[src/rtl/fetch_pkg.sv]
// rtl/fetch_pkg.sv - shared types and constants for the instruction-fetch stage
package fetch_pkg;

    typedef enum logic [1:0] {
        ST_IDLE  = 2'd0,
        ST_FETCH = 2'd1,
        ST_EXEC  = 2'd2,
        ST_HALT  = 2'd3
    } fetch_state_t;

    // Same 2-bit encoding the main decoder drives on BranchType
    localparam logic [1:0] BT_BEQ  = 2'b00;
    localparam logic [1:0] BT_BGEZ = 2'b01;
    localparam logic [1:0] BT_BGT  = 2'b10;
    localparam logic [1:0] BT_BNEZ = 2'b11;

    localparam logic [31:0] PC_RESET_DEFAULT = 32'h0000_0000;

    function automatic logic [31:0] branch_offset(input logic [15:0] imm);
        return {{14{imm[15]}}, imm, 2'b00};
    endfunction

endpackage

[src/rtl/fetch_unit_branch_resolve.sv]
// rtl/fetch_unit_branch_resolve.sv - combinational taken evaluation and next-PC select
module branch_resolve
    import fetch_pkg::*;
(
    input  logic [31:0] i_pc_plus4,
    input  logic [25:0] i_instr_idx,
    input  logic        i_branch,
    input  logic        i_jump,
    input  logic [1:0]  i_branch_type,
    input  logic        i_alu_zero,
    input  logic        i_alu_neg,
    input  logic        i_rs_neg,
    output logic [31:0] o_next_pc
);

    logic        w_cond;
    logic [31:0] w_jump_pc;
    logic [31:0] w_branch_pc;

    always_comb begin
        w_cond = 1'b0;
        case (i_branch_type)
            BT_BEQ:  w_cond = i_alu_zero;
            BT_BGEZ: w_cond = !i_rs_neg;
            BT_BGT:  w_cond = !i_alu_zero && !i_alu_neg;
            BT_BNEZ: w_cond = !i_alu_zero;
            default: w_cond = 1'b0;
        endcase
    end

    assign w_jump_pc   = {i_pc_plus4[31:28], i_instr_idx, 2'b00};
    assign w_branch_pc = i_pc_plus4 + branch_offset(i_instr_idx[15:0]);

    // Jump outranks a simultaneously asserted branch
    always_comb begin
        o_next_pc = i_pc_plus4;
        if (i_jump) begin
            o_next_pc = w_jump_pc;
        end else if (i_branch && w_cond) begin
            o_next_pc = w_branch_pc;
        end
    end

endmodule

[src/rtl/fetch_unit.sv]
// rtl/fetch_unit.sv - PC sequencing and instruction fetch FSM feeding the main decoder
module fetch_unit
    import fetch_pkg::*;
#(
    parameter logic [31:0] PC_RESET = PC_RESET_DEFAULT,
    parameter int unsigned TIMEOUT  = 16
) (
    input  logic        clk_i,
    input  logic        rst_i,
    output logic        imem_req_o,
    output logic [31:0] imem_addr_o,
    input  logic        imem_rvalid_i,
    input  logic [31:0] imem_rdata_i,
    output logic [31:0] instr_o,
    output logic        instr_valid_o,
    output logic [31:0] pc_o,
    output logic [31:0] pc_plus4_o,
    input  logic        branch_i,
    input  logic        jump_i,
    input  logic [1:0]  branch_type_i,
    input  logic        alu_zero_i,
    input  logic [31:0] alu_result_i,
    input  logic [31:0] rs_data_i,
    input  logic        stall_i,
    output logic [31:0] retire_cnt_o,
    output logic        fetch_err_o
);

    localparam int WAIT_W = $clog2(TIMEOUT + 1);
    localparam logic [WAIT_W-1:0] WAIT_LAST = WAIT_W'(TIMEOUT - 1);

    fetch_state_t      r_state;
    logic [31:0]       r_pc;
    logic [31:0]       r_instr;
    logic              r_instr_valid;
    logic              r_imem_req;
    logic [WAIT_W-1:0] r_wait_cnt;
    logic [31:0]       r_retire_cnt;
    logic              r_fetch_err;

    logic [31:0]       w_pc_plus4;
    logic [31:0]       w_next_pc;
    logic              w_unused;

    assign w_pc_plus4 = r_pc + 32'd4;
    // Only the sign bits of the ALU result and rs feed the branch conditions
    assign w_unused   = ^{alu_result_i[30:0], rs_data_i[30:0]};

    branch_resolve u_branch_resolve (
        .i_pc_plus4    (w_pc_plus4),
        .i_instr_idx   (r_instr[25:0]),
        .i_branch      (branch_i),
        .i_jump        (jump_i),
        .i_branch_type (branch_type_i),
        .i_alu_zero    (alu_zero_i),
        .i_alu_neg     (alu_result_i[31]),
        .i_rs_neg      (rs_data_i[31]),
        .o_next_pc     (w_next_pc)
    );

    always_ff @(posedge clk_i or negedge rst_i) begin
        if (!rst_i) begin
            r_state       <= ST_IDLE;
            r_pc          <= PC_RESET;
            r_instr       <= 32'd0;
            r_instr_valid <= 1'b0;
            r_imem_req    <= 1'b0;
            r_wait_cnt    <= '0;
            r_retire_cnt  <= 32'd0;
            r_fetch_err   <= 1'b0;
        end else begin
            case (r_state)
                ST_IDLE: begin
                    r_state    <= ST_FETCH;
                    r_imem_req <= 1'b1;
                    r_wait_cnt <= '0;
                end
                ST_FETCH: begin
                    if (imem_rvalid_i) begin
                        r_instr       <= imem_rdata_i;
                        r_instr_valid <= 1'b1;
                        r_imem_req    <= 1'b0;
                        r_state       <= ST_EXEC;
                    end else if (r_wait_cnt == WAIT_LAST) begin
                        r_wait_cnt  <= r_wait_cnt + WAIT_W'(1);
                        r_fetch_err <= 1'b1;
                        r_imem_req  <= 1'b0;
                        r_state     <= ST_HALT;
                    end else begin
                        r_wait_cnt <= r_wait_cnt + WAIT_W'(1);
                    end
                end
                ST_EXEC: begin
                    if (!stall_i) begin
                        r_pc          <= w_next_pc;
                        r_retire_cnt  <= r_retire_cnt + 32'd1;
                        r_instr_valid <= 1'b0;
                        r_imem_req    <= 1'b1;
                        r_wait_cnt    <= '0;
                        r_state       <= ST_FETCH;
                    end
                end
                ST_HALT: begin
                    r_imem_req    <= 1'b0;
                    r_instr_valid <= 1'b0;
                end
                default: r_state <= ST_IDLE;
            endcase
        end
    end

    assign imem_req_o    = r_imem_req;
    assign imem_addr_o   = r_pc;
    assign pc_o          = r_pc;
    assign pc_plus4_o    = w_pc_plus4;
    assign instr_o       = r_instr;
    assign instr_valid_o = r_instr_valid;
    assign retire_cnt_o  = r_retire_cnt;
    assign fetch_err_o   = r_fetch_err;

endmodule
[config.mk]
export PLATFORM = sky130hd
export DESIGN_NAME = fetch_unit
export DESIGN_NICKNAME = d
export VERILOG_FILES = /design/src/rtl/fetch_pkg.sv /design/src/rtl/fetch_unit_branch_resolve.sv /design/src/rtl/fetch_unit.sv
export SDC_FILE = /design/constraint.sdc
export NUM_CORES = 1
export LEC_CHECK = 0
export BUFFER_PORTS_ARGS = -buffer_cell sky130_fd_sc_hd__buf_2
export CORE_ASPECT_RATIO = 1.5
export CORE_MARGIN = 4
export CORE_UTILIZATION = 30
export CTS_BUF_LIST = sky130_fd_sc_hd__clkbuf_8
export DETAILED_ROUTE_END_ITERATION = 12
export MAX_ROUTING_LAYER = met4
export PLACE_DENSITY = 0.54
export SYNTH_ARGS = -nofsm -noshare
export SYNTH_HDL_FRONTEND = slang
export SYNTH_SLANG_ARGS = --single-unit
[constraint.sdc]
create_clock -name clk_i -period 5.8 [get_ports clk_i]
set_clock_uncertainty 0.05 [all_clocks]
set_input_delay 1.16 -clock clk_i [delete_from_list [all_inputs] [get_ports clk_i]]
set_output_delay 1.16 -clock clk_i [all_outputs]
set_load 0.02 [all_outputs]
* Word-level counts from Yosys, hierarchy flattened *
Index checks and enable logic that the tools add are counted.

storage, ports and cells
  register bits after elaboration = 106
  bits of input ports = 105
  word-level logic and storage cells = 58

operators by class
  add/sub/neg operators = 4
  equal/unequal tests = 11
  muxes and demuxes = 17
  bitwise logic cells = 2
  reduce and logical (&&, ||, !) cells = 16

operator list
  operator                                             number
  two-way mux 32 bit                                   2
  adder 32 x 1 -> 32 bit, second input constant        1
  adder 32 x 3 -> 32 bit, second input constant        1
  adder 32 bit                                         1
  case mux 5 bit (3 select lines)                      1
  AND reduction 3 bit                                  4
  two-way mux 5 bit                                    2
  equality test 2 bit, second input constant           4
  case mux 1 bit (4 select lines)                      2
  two-way mux 2 bit                                    3
  != test 2 bit, second input constant                 3
  case mux 2 bit (3 select lines)                      1
  AND reduction 2 bit                                  3
  nonzero test 3 bit                                   2
  adder 5 x 1 -> 5 bit, second input constant          1
  equality test 5 x 4 -> 1 bit, second input constant  1
  two-way mux 1 bit                                    5
  equality test 2 x 1 -> 1 bit, second input constant  2
  zero test 2 bit                                      2
  zero test 1 bit                                      3
  != test 3 bit, second input constant                 1
  case mux 1 bit (3 select lines)                      1
  logical AND 1 bit                                    2
  inverter 1 bit                                       2

* Depth between registers and ports, before layout *
  word-level depth = 6
  depth in mapped cells = 16

* By module *
From an unflattened synthesis, not the netlist that was laid out.

unflattened totals
  cells, all modules = 857
  area, all modules = 7526.0 um^2

by module, submodules not included
  module          times used  cells each  area an instance (um^2)  sequential area each (um^2)
  fetch_unit      1           497         5183.7                   2652.5
  branch_resolve  1           360         2342.2                   0.0

* Worst setup path after synthesis *
Ideal clock, no wire load.

  path kind = register to register
  from = register r_pc[2] (netlist: imem_addr_o[2])
  to = register r_pc[31] (netlist: imem_addr_o[31])
  setup time = 92 ps
  arrival = 3608 ps
  slack = 2050 ps
  stages on the path, launching flop included = 15
  path buffers = 0
  clock period less this slack = 3750 ps
  cell sequence = dfrtp_1 ha_1 inv_1 nor3_2 nand4_1 xnor2_1 ha_1 nand4_1 o31ai_1 a31oi_1 nand4_1 a311oi_2 xnor2_1 and3_1 o31ai_2

on the way
  cells in the longest elaborated chain, start to end = 4

ends and longest elaborated chain
  element                   RTL line                         text
  start: declaration        fetch_unit.sv:33                 logic [31:0] r_pc;
  start signal: assignment  fetch_unit.sv:95                 r_pc <= w_next_pc;
  adder 32 x 3 -> 32 bit    fetch_unit.sv:45                 assign w_pc_plus4 = r_pc + 32'd4;
  net pc_plus4_o[20]        fetch_unit.sv:17                 output logic [31:0] pc_plus4_o,
  adder 32 bit              fetch_unit_branch_resolve.sv:32  assign w_branch_pc = i_pc_plus4 + branch_offset(i_instr_idx[15:0]);
  two-way mux 32 bit        fetch_unit_branch_resolve.sv:39  end else if (i_branch && w_cond) begin
  two-way mux 32 bit        fetch_unit_branch_resolve.sv:37  if (i_jump) begin

The timed path passes the listed nets, and every way through them passes these cells.
A chain may end at the register's enable or synchronous reset.

* Final worst setup path *
  from = register r_pc[2] (netlist: imem_addr_o[2])
  to = register r_pc[31] (netlist: imem_addr_o[31])

on the way
  cells in the longest elaborated chain, start to end = 4

ends and longest elaborated chain
  element                     RTL line
  adder 32 x 3 -> 32 bit (*)  fetch_unit.sv:45
  adder 32 bit                fetch_unit_branch_resolve.sv:32
  two-way mux 32 bit          fetch_unit_branch_resolve.sv:39
  two-way mux 32 bit (*)      fetch_unit_branch_resolve.sv:37

Every way passes the cells marked *; elsewhere a longest branch is shown, timed or not.

==> parameters.txt <==
Parameter                              Value

Clocking
  Clock-pin slew reported for the worst setup and hold paths after clock tree synthesis    approximately 0.12 ns
  Count of cells resized by post-cts repair    0
  TritonCTS clock tree    built
  Root buffer cell    sky130_fd_sc_hd__clkbuf_8
  TritonCTS sink count    104
  Post-CTS Repair Setup Buffers    0
  Maximum buffer depth of the clock tree    2
  H-tree lvl count    3
  CTS Buf Count    9
  Hold buffers post-CTS    0
  Insertion delay to the later sink of the worst-skew pair    0.40 ns

Synthesis
  Count of yosys warnings during synthesis    0
  Count leader, synth    sky130_fd_sc_hd__dfrtp_1
  Area of the mapped netlist    7254 um2
  Commonest cells post-synth    104 x sky130_fd_sc_hd__dfrtp_1, 97 x sky130_fd_sc_hd__nand2_1, 54 x sky130_fd_sc_hd__xnor2_1
  Ranking of synthesized cells by area    sky130_fd_sc_hd__dfrtp_1 36%, sky130_fd_sc_hd__ha_1 6.7%, sky130_fd_sc_hd__xnor2_1 6.5%
  Proportion of synthesized chip area in sequential cells    0.3587
  Cell type contributing the most total cell area after synthesis    sky130_fd_sc_hd__dfrtp_1
  Number of flip-flops and latches in the synthesized netlist    104
  Most instantiated flip-flop cell in the synthesis netlist    sky130_fd_sc_hd__dfrtp_1
  Area fraction of the dominant cell type after synthesis    0.3587
  Cells after Synth    about 790
  Syn_area_per_cell    9.230 um2
  Number of distinct library cells after synthesis    73
  Async set or reset register ratio after synthesis    1.000
  Post-synth EDFFs    0

Drt
  Average wire length per cell after detail routing    17.79 um
  1st-pass router iterations    5
  Final antenna-violating net count    0
  Post-DR vias/cell    5.042
  Initial DRC Count    292
  WL final    22510 um
  Number of vias after detailed routing    6378
  DRC Markers    0

STA
  Final critical-path required period    4.304 ns
  Final setup margin    1.496 ns
  Final setup TNS    0 ns
  Setup repair after global routing missed its margin    no
  Max_slew headroom    0.3630
  Count of pins over their slew limit    0
  Final hold violation count    0
  Total of endpoints with negative setup slack in the final report    0
  Crit share post-route    0.7421
  Worst Hold Margin    about 0.42 ns
  Maximum clock frequency    0.2323 GHz
  Actual transition at the worst max-transition pin    between 0.9 and 1 ns

Worst setup path
  Worst Path Required    between 6 and 7 ns
  Critical Path Fanout Max    7
  Element type at the critical path end    flop
  Buffering stage count on the worst path with inverters included    1
  Critical path arrival    4.58 ns
  Kind of cell with the highest combined delay on the critical path    simple AND/OR/NAND/NOR gates
  Highest cell delay on the worst timing path    0.54 ns
  Slowest cell on the critical path    sky130_fd_sc_hd__xnor2_1
  Critical path startpoint category    flop
  Most frequent cell on the critical path    sky130_fd_sc_hd__nand4_1
  Type of the worst setup path    flop to flop
  Cell-by-cell listing of the critical path    ha_1 > inv_1 > nor3_2 > nand4_1 > xnor2_1 > ha_1 > nand4_1 > o31ai_1 > a31oi_1 > nand4_1 > a311oi_2 > xnor2_1 > and3_1 > o31ai_2

Pwr
  Reported leakage power    4.182 nW
  Largest vdd supply drop    0.2888 mV
  PwrDens    ~550 nW/um2

Global route
  Global router's overall resource usage    0.1701
  Maximum number of pins on one net before global-route repair    66
  GRT overflow    0
  Initial antenna violation count    0
  Vias in the first global route    about 6400
  Global-route wire length before repair    34610 um

Floorplanning
  Io pins    268
  Core area    between 20000 and 25000 um2
  Die ar.    26780 um2
  Effective utilization at floorplan    0.3056
  Die extent in x    ~130 um
  Die height    198.5 um
  Std-Cell Rows    about 70

Placement
  Placed cell areas    8328 um2
  Dpl cells    around 1200
  GPL Wtd Cong    slightly above 0.9
  IO buf count    199
  Post-Place Setup Slack    1.488 ns
  Final HPWL DP    17090 um

Cells and area
  Area growth syn-to-layout    18.08%
  Number of nets in the layout    1086
  Final instance area    8566 um2
  Share of final-layout standard cells stronger than drive strength 1    0.3023
  Count of inserted antenna diode cells    0
  Post-route non-filler standard cell count    1265

Hold path
  HP Class    flop to flop

Flow run
  Number of max-cap violations    0

Outcome
  Outcome    completed
==> metal layers <==
layer  global-route usage  routed length [um]  part of all wire  vias to the layer above
met5                    -                   0                 0                        -
met4              0.06388                 590             0.026                        0
met3              0.02201                 942             0.042                       27
met2               0.3101               11960              0.53                      162
met1               0.1883                9012              0.40                     3091
li1                     -                   -                 -                     3098
==> cell usage in the layout, fill, tap and decap left out, types with 6 or more instances in the layout <==
cell,netlist,final
sky130_fd_sc_hd__buf_2,8,198
sky130_fd_sc_hd__dfrtp_1,104,104
sky130_fd_sc_hd__nand2_1,97,97
sky130_fd_sc_hd__xnor2_1,54,54
sky130_fd_sc_hd__nor2_1,45,45
sky130_fd_sc_hd__a21oi_1,41,41
sky130_fd_sc_hd__o21ai_0,40,39
sky130_fd_sc_hd__ha_1,39,39
sky130_fd_sc_hd__nand3_1,37,37
sky130_fd_sc_hd__mux2_2,32,32
sky130_fd_sc_hd__xor2_1,26,26
sky130_fd_sc_hd__nand4_1,19,19
sky130_fd_sc_hd__a21o_1,13,13
sky130_fd_sc_hd__and3_1,12,12
sky130_fd_sc_hd__inv_1,12,12
sky130_fd_sc_hd__nor3_1,11,11
sky130_fd_sc_hd__a211oi_1,10,10
sky130_fd_sc_hd__clkbuf_8,0,9
sky130_fd_sc_hd__buf_4,36,8
sky130_fd_sc_hd__and4_1,7,7
sky130_fd_sc_hd__o211ai_1,7,7
sky130_fd_sc_hd__o22ai_1,7,7
sky130_fd_sc_hd__and2_1,6,6
sky130_fd_sc_hd__o21a_1,6,6
sky130_fd_sc_hd__conb_1,1,6
==> layout make-up <==
class,count,area (um2)
timing repair buffer,206,1051
fill,2436,15180
clock inverter,7,113.9
inverter,12,45.04
clock buffer,9,123.9
multi-input combinational,608,4230
sequential,104,2603
tap,319,399.1
==> flip-flops by register name, indices dropped and copies added, names as in the netlist <==
| signal | flops |
|---|---|
| instr_o | 32 |
| r_state | 2 |
| retire_cnt_o | 32 |
| imem_req_o | 1 |
| instr_valid_o | 1 |
| fetch_err_o | 1 |
| r_wait_cnt | 5 |
| imem_addr_o | 30 |
==> stage by stage <==
stage | power [mW] | util
3_5_place_dp | 4.194 | 0.3508
5_1_grt | 5.102 | 0.3608
3_3_place_gp | 4.175 | 0.3508
2_1_floorplan | 3.404 | -
4_1_cts | 4.778 | 0.3608
6_report | 4.729 | 0.3608
==> worst register-to-register path: stages (launching register included) <==
cell and delay, ns:
sky130_fd_sc_hd__dfrtp_1 0.48, sky130_fd_sc_hd__ha_1 0.27, sky130_fd_sc_hd__inv_1 0.08, sky130_fd_sc_hd__nor3_2 0.44
sky130_fd_sc_hd__nand4_1 0.35, sky130_fd_sc_hd__xnor2_1 0.54, sky130_fd_sc_hd__ha_1 0.39, sky130_fd_sc_hd__nand4_1 0.25
sky130_fd_sc_hd__o31ai_1 0.12, sky130_fd_sc_hd__a31oi_1 0.19, sky130_fd_sc_hd__nand4_1 0.20, sky130_fd_sc_hd__a311oi_2 0.35
sky130_fd_sc_hd__xnor2_1 0.12, sky130_fd_sc_hd__and3_1 0.20, sky130_fd_sc_hd__o31ai_2 0.20
==> power by group <==
| part | internal (mW) | switching, mW |
|---|---|---|
| clock network | 0.253 | 0.302 |
| logic | 1.10 | 1.82 |
| registers | 0.932 | 0.317 |
==> cells by family after synthesis <==
kind of cell | share of synthesized area
adder cells (fa/ha/maj) | 0.07002
buffers and inverters | 0.06123
other | 0.0005169
multiplexers | 0.05519
AO/OA/AOI/OAI | 0.1770
XOR/XNOR | 0.09658
AND/OR/NAND/NOR | 0.1808
flip-flops | 0.3587
==> worst paths after layout <==
path / startpoint / end / slack (ns) / cells after the start
worst max-delay path: imem_addr_o[2] / imem_addr_o[31] / 1.50 / 14
worst min register to register: retire_cnt_o[31] / retire_cnt_o[31] / 0.42 / 1
worst min-delay path: retire_cnt_o[31] / retire_cnt_o[31] / 0.42 / 1
worst max register to register: imem_addr_o[2] / imem_addr_o[31] / 1.50 / 14
max in group asynchronous: rst_i / r_state[0] / 3.84 / 2
min in group asynchronous: rst_i / imem_addr_o[31] / 0.77 / 1
Power figures use the tool's default switching activity.
